`src/rtl/alu_pkg.sv`:
```
// Shared ALU opcode encoding for the ALU sharing controller and its clients.
package alu_pkg;

  localparam int unsigned ALU_OP_W = 2;

  typedef logic [ALU_OP_W-1:0] alu_op_t;

  localparam alu_op_t ALU_OP_ADD = 2'b00;
  localparam alu_op_t ALU_OP_SUB = 2'b01;
  localparam alu_op_t ALU_OP_AND = 2'b10;
  localparam alu_op_t ALU_OP_OR  = 2'b11;

endpackage

```
`src/rtl/rr_arbiter.sv`:
```
// Combinational round-robin arbiter: first eligible requester at or above ptr wins.
module rr_arbiter #(
  parameter int unsigned N = 4,
  localparam int unsigned PW = $clog2(N)
) (
  input  logic [N-1:0]  eligible,
  input  logic [PW-1:0] ptr,
  output logic [N-1:0]  grant,
  output logic [PW-1:0] ptr_next
);

  logic [N-1:0]  rot;
  logic [PW-1:0] off;
  logic          any;

  // rot[k] is the requester k positions above ptr
  always_comb begin
    rot = '0;
    for (int unsigned k = 0; k < N; k++) begin
      for (int unsigned j = 0; j < N; j++) begin
        if (j == (32'(ptr) + k) % N) rot[k] = eligible[j];
      end
    end
  end

  always_comb begin
    off = '0;
    any = 1'b0;
    for (int unsigned k = 0; k < N; k++) begin
      if (rot[k] && !any) begin
        off = PW'(k);
        any = 1'b1;
      end
    end
  end

  always_comb begin
    grant = '0;
    for (int unsigned j = 0; j < N; j++) begin
      grant[j] = any && (j == (32'(ptr) + 32'(off)) % N);
    end
    ptr_next = any ? PW'((32'(ptr) + 32'(off) + 32'd1) % N) : ptr;
  end

endmodule

```
`src/rtl/alu_share_ctrl.sv`:
```
// Shares one registered ALU between NUM_REQ requesters with round-robin issue,
// an id-tagged in-flight pipeline and one response buffer per requester.
module alu_share_ctrl
  import alu_pkg::*;
#(
  parameter int unsigned NUM_REQ     = 4,
  parameter int unsigned WIDTH       = 4,
  parameter int unsigned ALU_LATENCY = 1
) (
  input  logic                         clk,
  input  logic                         rst,
  input  logic [NUM_REQ-1:0]           req_valid,
  output logic [NUM_REQ-1:0]           req_ready,
  input  logic [NUM_REQ*WIDTH-1:0]     req_a,
  input  logic [NUM_REQ*WIDTH-1:0]     req_b,
  input  logic [NUM_REQ*ALU_OP_W-1:0]  req_op,
  output logic [NUM_REQ-1:0]           resp_valid,
  input  logic [NUM_REQ-1:0]           resp_ready,
  output logic [NUM_REQ*WIDTH-1:0]     resp_result,
  output logic [NUM_REQ-1:0]           resp_carry,
  output logic [NUM_REQ-1:0]           resp_zero,
  output logic [WIDTH-1:0]             alu_a,
  output logic [WIDTH-1:0]             alu_b,
  output logic [ALU_OP_W-1:0]          alu_op,
  output logic                         alu_rst_n,
  input  logic [WIDTH-1:0]             alu_result,
  input  logic                         alu_carry_out,
  input  logic                         alu_zero_flag,
  output logic                         busy
);

  localparam int unsigned IDW   = $clog2(NUM_REQ);
  localparam int unsigned DEPTH = ALU_LATENCY + 1;

  logic [NUM_REQ-1:0]  eligible;
  logic [NUM_REQ-1:0]  grant;
  logic [NUM_REQ-1:0]  inflight;
  logic [NUM_REQ-1:0]  cap_vec;
  logic [IDW-1:0]      ptr;
  logic [IDW-1:0]      ptr_next;
  logic [IDW-1:0]      gnt_id;
  logic [WIDTH-1:0]    gnt_a;
  logic [WIDTH-1:0]    gnt_b;
  logic [ALU_OP_W-1:0] gnt_op;
  logic [DEPTH-1:0]    trk_valid;
  logic [IDW-1:0]      trk_id [DEPTH];
  logic                cap;
  logic [IDW-1:0]      cap_id;

  assign alu_rst_n = ~rst;
  assign req_ready = grant;
  assign cap       = trk_valid[DEPTH-1];
  assign cap_id    = trk_id[DEPTH-1];
  assign busy      = (|trk_valid) | (|resp_valid);

  always_comb begin
    inflight = '0;
    cap_vec  = '0;
    for (int unsigned s = 0; s < DEPTH; s++) begin
      for (int unsigned i = 0; i < NUM_REQ; i++) begin
        if (trk_valid[s] && trk_id[s] == IDW'(i)) inflight[i] = 1'b1;
      end
    end
    for (int unsigned i = 0; i < NUM_REQ; i++) begin
      cap_vec[i] = cap && (cap_id == IDW'(i));
    end
  end

  // A full buffer may refill only when it is drained on the same edge
  assign eligible = req_valid & ~inflight & (~resp_valid | resp_ready);

  rr_arbiter #(.N(NUM_REQ)) u_arb (
    .eligible (eligible),
    .ptr      (ptr),
    .grant    (grant),
    .ptr_next (ptr_next)
  );

  always_comb begin
    gnt_id = '0;
    gnt_a  = '0;
    gnt_b  = '0;
    gnt_op = '0;
    for (int unsigned i = 0; i < NUM_REQ; i++) begin
      if (grant[i]) begin
        gnt_id = IDW'(i);
        gnt_a  = req_a[i*WIDTH +: WIDTH];
        gnt_b  = req_b[i*WIDTH +: WIDTH];
        gnt_op = req_op[i*ALU_OP_W +: ALU_OP_W];
      end
    end
  end

  // Issue register drives zero when idle so ALU stimulus is deterministic
  always_ff @(posedge clk or posedge rst) begin
    if (rst) begin
      ptr       <= '0;
      alu_a     <= '0;
      alu_b     <= '0;
      alu_op    <= '0;
      trk_valid <= '0;
      for (int unsigned s = 0; s < DEPTH; s++) trk_id[s] <= '0;
    end else begin
      ptr       <= ptr_next;
      alu_a     <= gnt_a;
      alu_b     <= gnt_b;
      alu_op    <= gnt_op;
      trk_valid <= {trk_valid[DEPTH-2:0], |grant};
      trk_id[0] <= gnt_id;
      for (int unsigned s = 1; s < DEPTH; s++) trk_id[s] <= trk_id[s-1];
    end
  end

  always_ff @(posedge clk or posedge rst) begin
    if (rst) begin
      resp_valid  <= '0;
      resp_result <= '0;
      resp_carry  <= '0;
      resp_zero   <= '0;
    end else begin
      for (int unsigned i = 0; i < NUM_REQ; i++) begin
        if (cap_vec[i]) begin
          resp_valid[i]                  <= 1'b1;
          resp_result[i*WIDTH +: WIDTH]  <= alu_result;
          resp_carry[i]                  <= alu_carry_out;
          resp_zero[i]                   <= alu_zero_flag;
        end else if (resp_valid[i] && resp_ready[i]) begin
          resp_valid[i] <= 1'b0;
        end
      end
    end
  end

  a_no_capture_on_drain: assert property (
    @(posedge clk) disable iff (rst) (cap_vec & resp_valid & resp_ready) == '0);

endmodule

```
`config.mk`:
```
export PLATFORM = sky130hd
export DESIGN_NAME = alu_share_ctrl
export DESIGN_NICKNAME = d
export VERILOG_FILES = /design/src/rtl/alu_pkg.sv /design/src/rtl/rr_arbiter.sv /design/src/rtl/alu_share_ctrl.sv
export SDC_FILE = /design/constraint.sdc
export NUM_CORES = 1
export LEC_CHECK = 0
export CAP_MARGIN = 10
export CORE_ASPECT_RATIO = 1.2
export CORE_UTILIZATION = 47
export CTS_BUF_LIST = sky130_fd_sc_hd__clkbuf_8
export DETAILED_ROUTE_END_ITERATION = 10
export GPL_TIMING_DRIVEN = 0
export PLACE_DENSITY = 0.88
export SLEW_MARGIN = 10
export SYNTH_ARGS = -nofsm -noshare
export SYNTH_HDL_FRONTEND = slang
export SYNTH_SLANG_ARGS = --single-unit
```
`constraint.sdc`:
```
create_clock -name clk -period 7.9 [get_ports clk]
set_clock_uncertainty 0.15 [all_clocks]
set_input_delay 0.79 -clock clk [delete_from_list [all_inputs] [get_ports clk]]
set_output_delay 0.79 -clock clk [all_outputs]
set_load 0.03 [all_outputs]
```
==> impl_metrics.tcl, run 1 <==
set metrics [dict create \
    status "complete, no violations" \
    antennaDiodeCount 0 \
    clk_transition_reported_paths_ns 0.09 \
    cts.repair.resized 0 \
    finalNetCount 373 \
    drt-pass1-iter-count 4 \
    floorplan.rows 27 \
    finalWeightedCongestion 0.845 \
    detailed_place.area_um2 3400 \
    synthCells 205 \
    min-delay-path-class "reg2reg" \
    grt_max_degree 36 \
    worst_path_required_ns 6.96 \
    synth-warning-count 0 \
    area_of_the_die_um2 5210 \
    setup.worst_path.start_class "input pin" \
    post_cts_repair_setup_buffers 0 \
    post-synth-top-area-cell "dfrtp_1" \
    yosysSeqAreaShare_pct 49.8 \
    numCtsBuffers 5 \
    io_pins 100 \
    net_count_of_the_mapped_netlist 266 \
    worst-setup-path-type "in2out" \
    routed-via-count 1981 \
    worst_slew_margin_rel_pct 65.0 \
    routedWlPerCell_um 15.1 \
    cap_violations 0 \
    drt_wl_total_um 5600 \
    cts_hold_buf 0 \
    cp.arrival_ns 4.69 \
    core_area_um2 4660 \
    worst_setup_path_end_kind "output port" \
    yosysTopAreaCellShare_pct 49.8 \
    period_share_pct 71.3 \
    globalRouteOverflowTotal 0 \
    port-buffer-count 99 \
    setup_viol_count_final 0 \
    post_synth.cell_area_avg_um2 11.3 \
    clock_tree_from_tritoncts "done" \
    clock_latency_ns 0.30 \
    fin_area_um2 3510 \
    initial_core_util_pct 49.6 \
    remaining_drc_errors 0 \
    worst_pin_slew_ns 0.525 \
    grt_setup_unrepaired "false" \
    path_max_fanout 10 \
    fmax_mhz 178 \
    postSynthRegisterBits 46 \
    holdWs_ns 0.304 \
    die_y_um 78.9 \
    drt_iter0_markers 74 \
    place.detailed.hpwl_um 4390 \
    area.growth.synth_to_final_pct 51.7 \
    vias_per_cell 5.34 \
    hold_viol_final 0 \
    slew_violations 0 \
    antenna_violating_nets_post_route 0 \
    clock-root-buffer "clkbuf_8" \
    die_width_um 66.0 \
    period_minus_slack_ns 5.63 \
    clk_path_buf_depth 2 \
    syn-cell-area_um2 2310 \
    synth.top_cells.by_area "dfrtp_1, mux2_2, nor2b_1" \
    layout-drive-gt1-share_pct 15.0 \
    grt_overall_usage_pct 23.4 \
    grt_first_pass_wirelength_um 9200 \
    setup-tns-final_ns 0 \
    number_of_global_route_vias_before_repair 2053 \
    initial_antenna_violation_count 0 \
    ys_types 36 \
    cts.htree.levels 2 \
    clock_sink_count 46 \
]
## metal layers
layer  track usage [%]  share of wire (%)  wire [um]
met1              25.5                 37       2090
met3              7.18                7.6        426
met2              43.1                 54       3030
met5                 0                  0          0
met4              5.96               0.79         44
## registers in the layout (all words and copies together), names as in the netlist
register,count
cap_id,2
trk_id,2
resp_carry,4
alu_op,2
resp_zero,4
ptr,2
alu_a,4
resp_result,16
resp_valid,4
alu_b,4
trk_valid,2
## stage by stage
stage | util [%] | setup WS (ns) | std cells
after floorplan | - | 3.39 | 205
after global placement | 72.4 | 2.32 | 362
after detailed placement | 72.9 | 2.28 | 363
after CTS | 75.3 | 2.22 | 371
after global routing | 75.3 | 1.96 | 371
final | 75.3 | 2.27 | 371
## cells in the final DEF, fill, tap and decap left out, types with 6 or more instances in the layout
| master | instances |
|---|---|
| nor2_1 | 15 |
| mux2_2 | 24 |
| a31oi_1 | 6 |
| clkdlybuf4s50_1 | 99 |
| nand3_1 | 6 |
| nor2b_1 | 17 |
| nor3_1 | 11 |
| clkbuf_1 | 7 |
| a221oi_1 | 10 |
| a21oi_1 | 11 |
| dfrtp_1 | 46 |
| nand2_1 | 8 |
## final timing paths
| check | startpoint | end | slack (ns) | depth (start not counted) |
|---|---|---|---|---|
| hold reg to reg | trk_id[2]$_DFF_PP0_ | cap_id[0]$_DFF_PP0_ | 0.30 | 0 |
| setup / recovery | resp_ready[0] | req_ready[2] | 2.27 | 14 |
| hold / removal | trk_id[2]$_DFF_PP0_ | cap_id[0]$_DFF_PP0_ | 0.30 | 0 |
| min in group asynchronous | rst | alu_b[3]$_DFF_PP0_ | 0.61 | 2 |
| setup reg to reg | trk_valid[1]$_DFF_PP0_ | alu_op[0]$_DFF_PP0_ | 4.07 | 17 |
| max in group asynchronous | rst | resp_zero[0]$_DFFE_PP0P_ | 6.52 | 3 |
## final cells by class
cell class                      instances  area (um2)
Buffer                                 10        52.6
Sequential cell                        46        1150
Multi-Input combinational cell        144        1090
Clock buffer                            5        68.8
Fill cell                             344        1150
Tap cell                               58        72.6
Clock inverter                          3        43.8
Inverter                                5        18.8
Timing Repair Buffer                  100        1010
## synthesized netlist by cell type (all sizes together)
| master | instances |
|---|---|
| ha | 5 |
| nor2b | 17 |
| nand3b | 4 |
| inv | 5 |
| and4 | 1 |
| nand2 | 8 |
| nor4 | 1 |
| xor2 | 1 |
| or3b | 2 |
| xnor2 | 2 |
| a221oi | 10 |
| o32a | 1 |
| a31oi | 7 |
| clkbuf | 7 |
| dfrtp | 46 |
| nor2 | 16 |
| buf | 3 |
| a21oi | 11 |
| nand2b | 5 |
| nand4 | 4 |
| a2111oi | 1 |
| nor3 | 11 |
| o31a | 1 |
| a211oi | 4 |
| nand3 | 7 |
| mux2 | 25 |
## worst max-delay path: stages
cell and delay [ns]:
clkdlybuf4s50_1 0.44, nand2b_1 0.23, nand3_1 0.18, a211oi_4 0.39, nor2b_1 0.10, a2111oi_2 0.28, a31oi_1 0.08, ha_1 0.20
xnor2_1 0.25, xor2_1 0.24, ha_1 0.25, clkbuf_1 0.34, nor2b_1 0.21, clkdlybuf4s50_1 0.68
## cell families (layout without fill, tap and decap cells)
family                   count (synthesis)  after routing  synth area share (%)
adder cells (fa/ha/maj)                  5              5                  2.70
AND/OR/NAND/NOR                         76             76                  18.9
multiplexers                            25             25                  12.2
AO/OA/AOI/OAI                           35             35                  12.3
XOR/XNOR                                 3              3                  1.14
flip-flops                              46             46                  49.8
buffers and inverters                   15            123                  3.08
Power of run 1 is not shown: default switching activity piles up to over one toggle a cycle in this logic, so the estimate is an artifact.
==> run 2, diff against run 1 <==
--- a/config.mk
+++ b/config.mk
@@ -7,11 +7,11 @@
 export LEC_CHECK = 0
 export CAP_MARGIN = 10
 export CORE_ASPECT_RATIO = 1.2
-export CORE_UTILIZATION = 47
+export CORE_UTILIZATION = 44
 export CTS_BUF_LIST = sky130_fd_sc_hd__clkbuf_8
 export DETAILED_ROUTE_END_ITERATION = 10
 export GPL_TIMING_DRIVEN = 0
-export PLACE_DENSITY = 0.88
+export PLACE_DENSITY = 0.83
 export SLEW_MARGIN = 10
 export SYNTH_ARGS = -nofsm -noshare
 export SYNTH_HDL_FRONTEND = slang
==> constraint.sdc (replaced) <==
create_clock -name clk -period 5.7 [get_ports clk]
set_clock_uncertainty 0.15 [all_clocks]
set_input_delay 0.57 -clock clk [delete_from_list [all_inputs] [get_ports clk]]
set_output_delay 0.57 -clock clk [all_outputs]
set_load 0.03 [all_outputs]
==> run 2 against run 1 <==
Net effect: sequential cell count did not move; clock-buffer cell count increased by 1; largest cell class unchanged; critical path depth is the same; sequential share of layout area is 0.18 points higher; register-to-register slack worse by 2.3 ns; core utilization shrank 5.6 points; global-route usage decreased by 0.92 points; die area grew 6.6%; cell area down 0.53%; worst hold slack gained 0.0089 ns; non-clock buffer count did not move.
==> impl_metrics.tcl, run 2 (synthesis results as in run 1) <==
set metrics [dict create \
    status "complete, no violations" \
    io_pins 100 \
    worst_slew_margin_rel_pct 67.8 \
    setup-tns-final_ns 0 \
    critical_path.cell_chain "clkdlybuf4s50_1 > nand2b_1 > nand3_1 > a211oi_4 > nor2b_1 > a2111oi_2 > a31oi_1 > ha_1 > xnor2_1 > xor2_1 > ha_1 > clkbuf_1 > nor2b_1 > clkdlybuf4s50_1" \
    drt_iter0_markers 82 \
    grt_overall_usage_pct 22.5 \
    die_y_um 81.4 \
    worst-setup-path-type "in2out" \
    wl_met2_um 2990 \
    clk_path_buf_depth 2 \
    cts.htree.levels 2 \
    clock_latency_ns 0.31 \
    area.growth.synth_to_final_pct 50.9 \
    timing.critical_path.buf_inv 3 \
    critical_path.top_delay_family "buffers and inverters" \
    detailroute.wirelength.met3_um 461 \
    grt_max_degree 35 \
    post_cts_repair_setup_buffers 0 \
    post-route-worst-setup-slack_ns 0.502 \
    grt_setup_unrepaired "false" \
    timing.reg2reg.worst_path_depth 17 \
    period_share_pct 91.2 \
    clock_tree_from_tritoncts "done" \
    hold_viol_final 0 \
    worst_path_required_ns 4.98 \
    grt_first_pass_wirelength_um 9220 \
    met1Wirelength_um 2040 \
    cts.repair.resized 0 \
    die_width_um 68.2 \
    routed-via-count 1974 \
    number_of_global_route_vias_before_repair 2088 \
    dp_worst_setup_slack_ns 0.559 \
    initial_core_util_pct 46.2 \
    clock-root-buffer "clkbuf_8" \
    r2r_start "cap_id[0]$_DFF_PP0_" \
    path_max_fanout 10 \
    slew_violations 0 \
    hold_depth 0 \
    vias_per_cell 5.29 \
    globalRouteOverflowTotal 0 \
    fmax_mhz 192 \
    numCtsBuffers 5 \
    timing.critical_path.slowest_cell_delay_ns 0.68 \
    whs_endpoint "cap_id[0]$_DFF_PP0_" \
    cp.arrival_ns 4.48 \
    holdCritStartpoint "trk_id[2]$_DFF_PP0_" \
    drt_wl_total_um 5610 \
    final_cell_mix "clkdlybuf4s50_1, dfrtp_1, mux2_2" \
    drt-pass1-iter-count 4 \
    floorplan.rows 28 \
    area_of_the_die_um2 5550 \
    final_common_cell "clkdlybuf4s50_1" \
    min-delay-path-class "reg2reg" \
    top_register "resp_result" \
    finish.utilization_pct 69.7 \
    critical_r2r_capture "alu_a[2]$_DFF_PP0_" \
    port-buffer-count 99 \
    core_area_um2 5010 \
    setup_viol_count_final 0 \
    holdWs_ns 0.313 \
    worst_setup_path_end_kind "output port" \
    clock_sink_count 46 \
    worst_path_max_delay_cell "clkdlybuf4s50_1" \
    antenna_violating_nets_post_route 0 \
    finalWeightedCongestion 0.786 \
    antennaDiodeCount 0 \
    remaining_drc_errors 0 \
    initial_antenna_violation_count 0 \
    cap_violations 0 \
    finalNetCount 373 \
    largest_register_ff_count 16 \
    clk_transition_reported_paths_ns 0.09 \
    routedWlPerCell_um 15.0 \
    layout-drive-gt1-share_pct 14.7 \
    routed.top_layer "met4" \
    worst_pin_slew_ns 0.482 \
    setup.worst_path.start_class "input pin" \
    period_minus_slack_ns 5.20 \
    place.detailed.hpwl_um 4400 \
    setup.reg_to_reg.worst_slack_ns 1.81 \
    cts_hold_buf 0 \
]
## run 2: cell types whose count changed in the layout (fill, tap and decap cells not counted), sizes merged
| cell | previous run | this run |
|---|---|---|
| clkbuf | 12 | 13 |
| bufinv | 1 | 0 |
## run 2: final cells by class
type | instances | area, um2
repair buffers | 100 | 1010
multi-input cells | 144 | 1090
plain buffers | 10 | 52.6
flip-flops and latches | 46 | 1150
clock buffers | 6 | 82.6
well taps | 60 | 75.1
fillers | 396 | 1520
clock inverters | 2 | 8.76
inverters | 5 | 18.8
## run 2: how the worst max path moves through the flow
stage	from	end	slack, ns	depth (start not counted)
floorplan	resp_ready[0]	req_ready[3]	1.63	12
global placement	resp_ready[0]	req_ready[3]	0.57	14
detailed placement	resp_ready[0]	req_ready[2]	0.56	14
CTS	resp_ready[0]	req_ready[2]	0.51	14
global route	resp_ready[0]	req_ready[3]	0.17	14
finish	resp_ready[0]	req_ready[3]	0.50	14
## run 2: worst reg2reg max path, cell delays in order, from the launching register on
cell,delay (ns)
dfrtp_1,0.41
nand3b_1,0.15
buf_4,0.20
nand3_1,0.14
a211oi_4,0.42
nor2b_1,0.11
a2111oi_2,0.31
a31oi_1,0.08
ha_1,0.21
xnor2_1,0.25
xnor2_1,0.19
ha_1,0.21
nor2b_1,0.13
clkbuf_1,0.34
a221oi_1,0.13
nor3_1,0.22
a21oi_1,0.08
nor2_1,0.10
## run 2: metrics by stage
step	std cells	area [um2]
finish	373	3490
global route	373	3490
CTS	373	3490
detailed placement	365	3400
global placement	364	3380
floorplan	205	2310
## run 2: routing by layer
metal	track usage [%]	vias to the layer above
li1	-	953
met1	22.5	919
met2	40.9	93
met3	7.64	9
met4	9.79	0
met5	0	-
Power of run 2 is left out for the same reason.
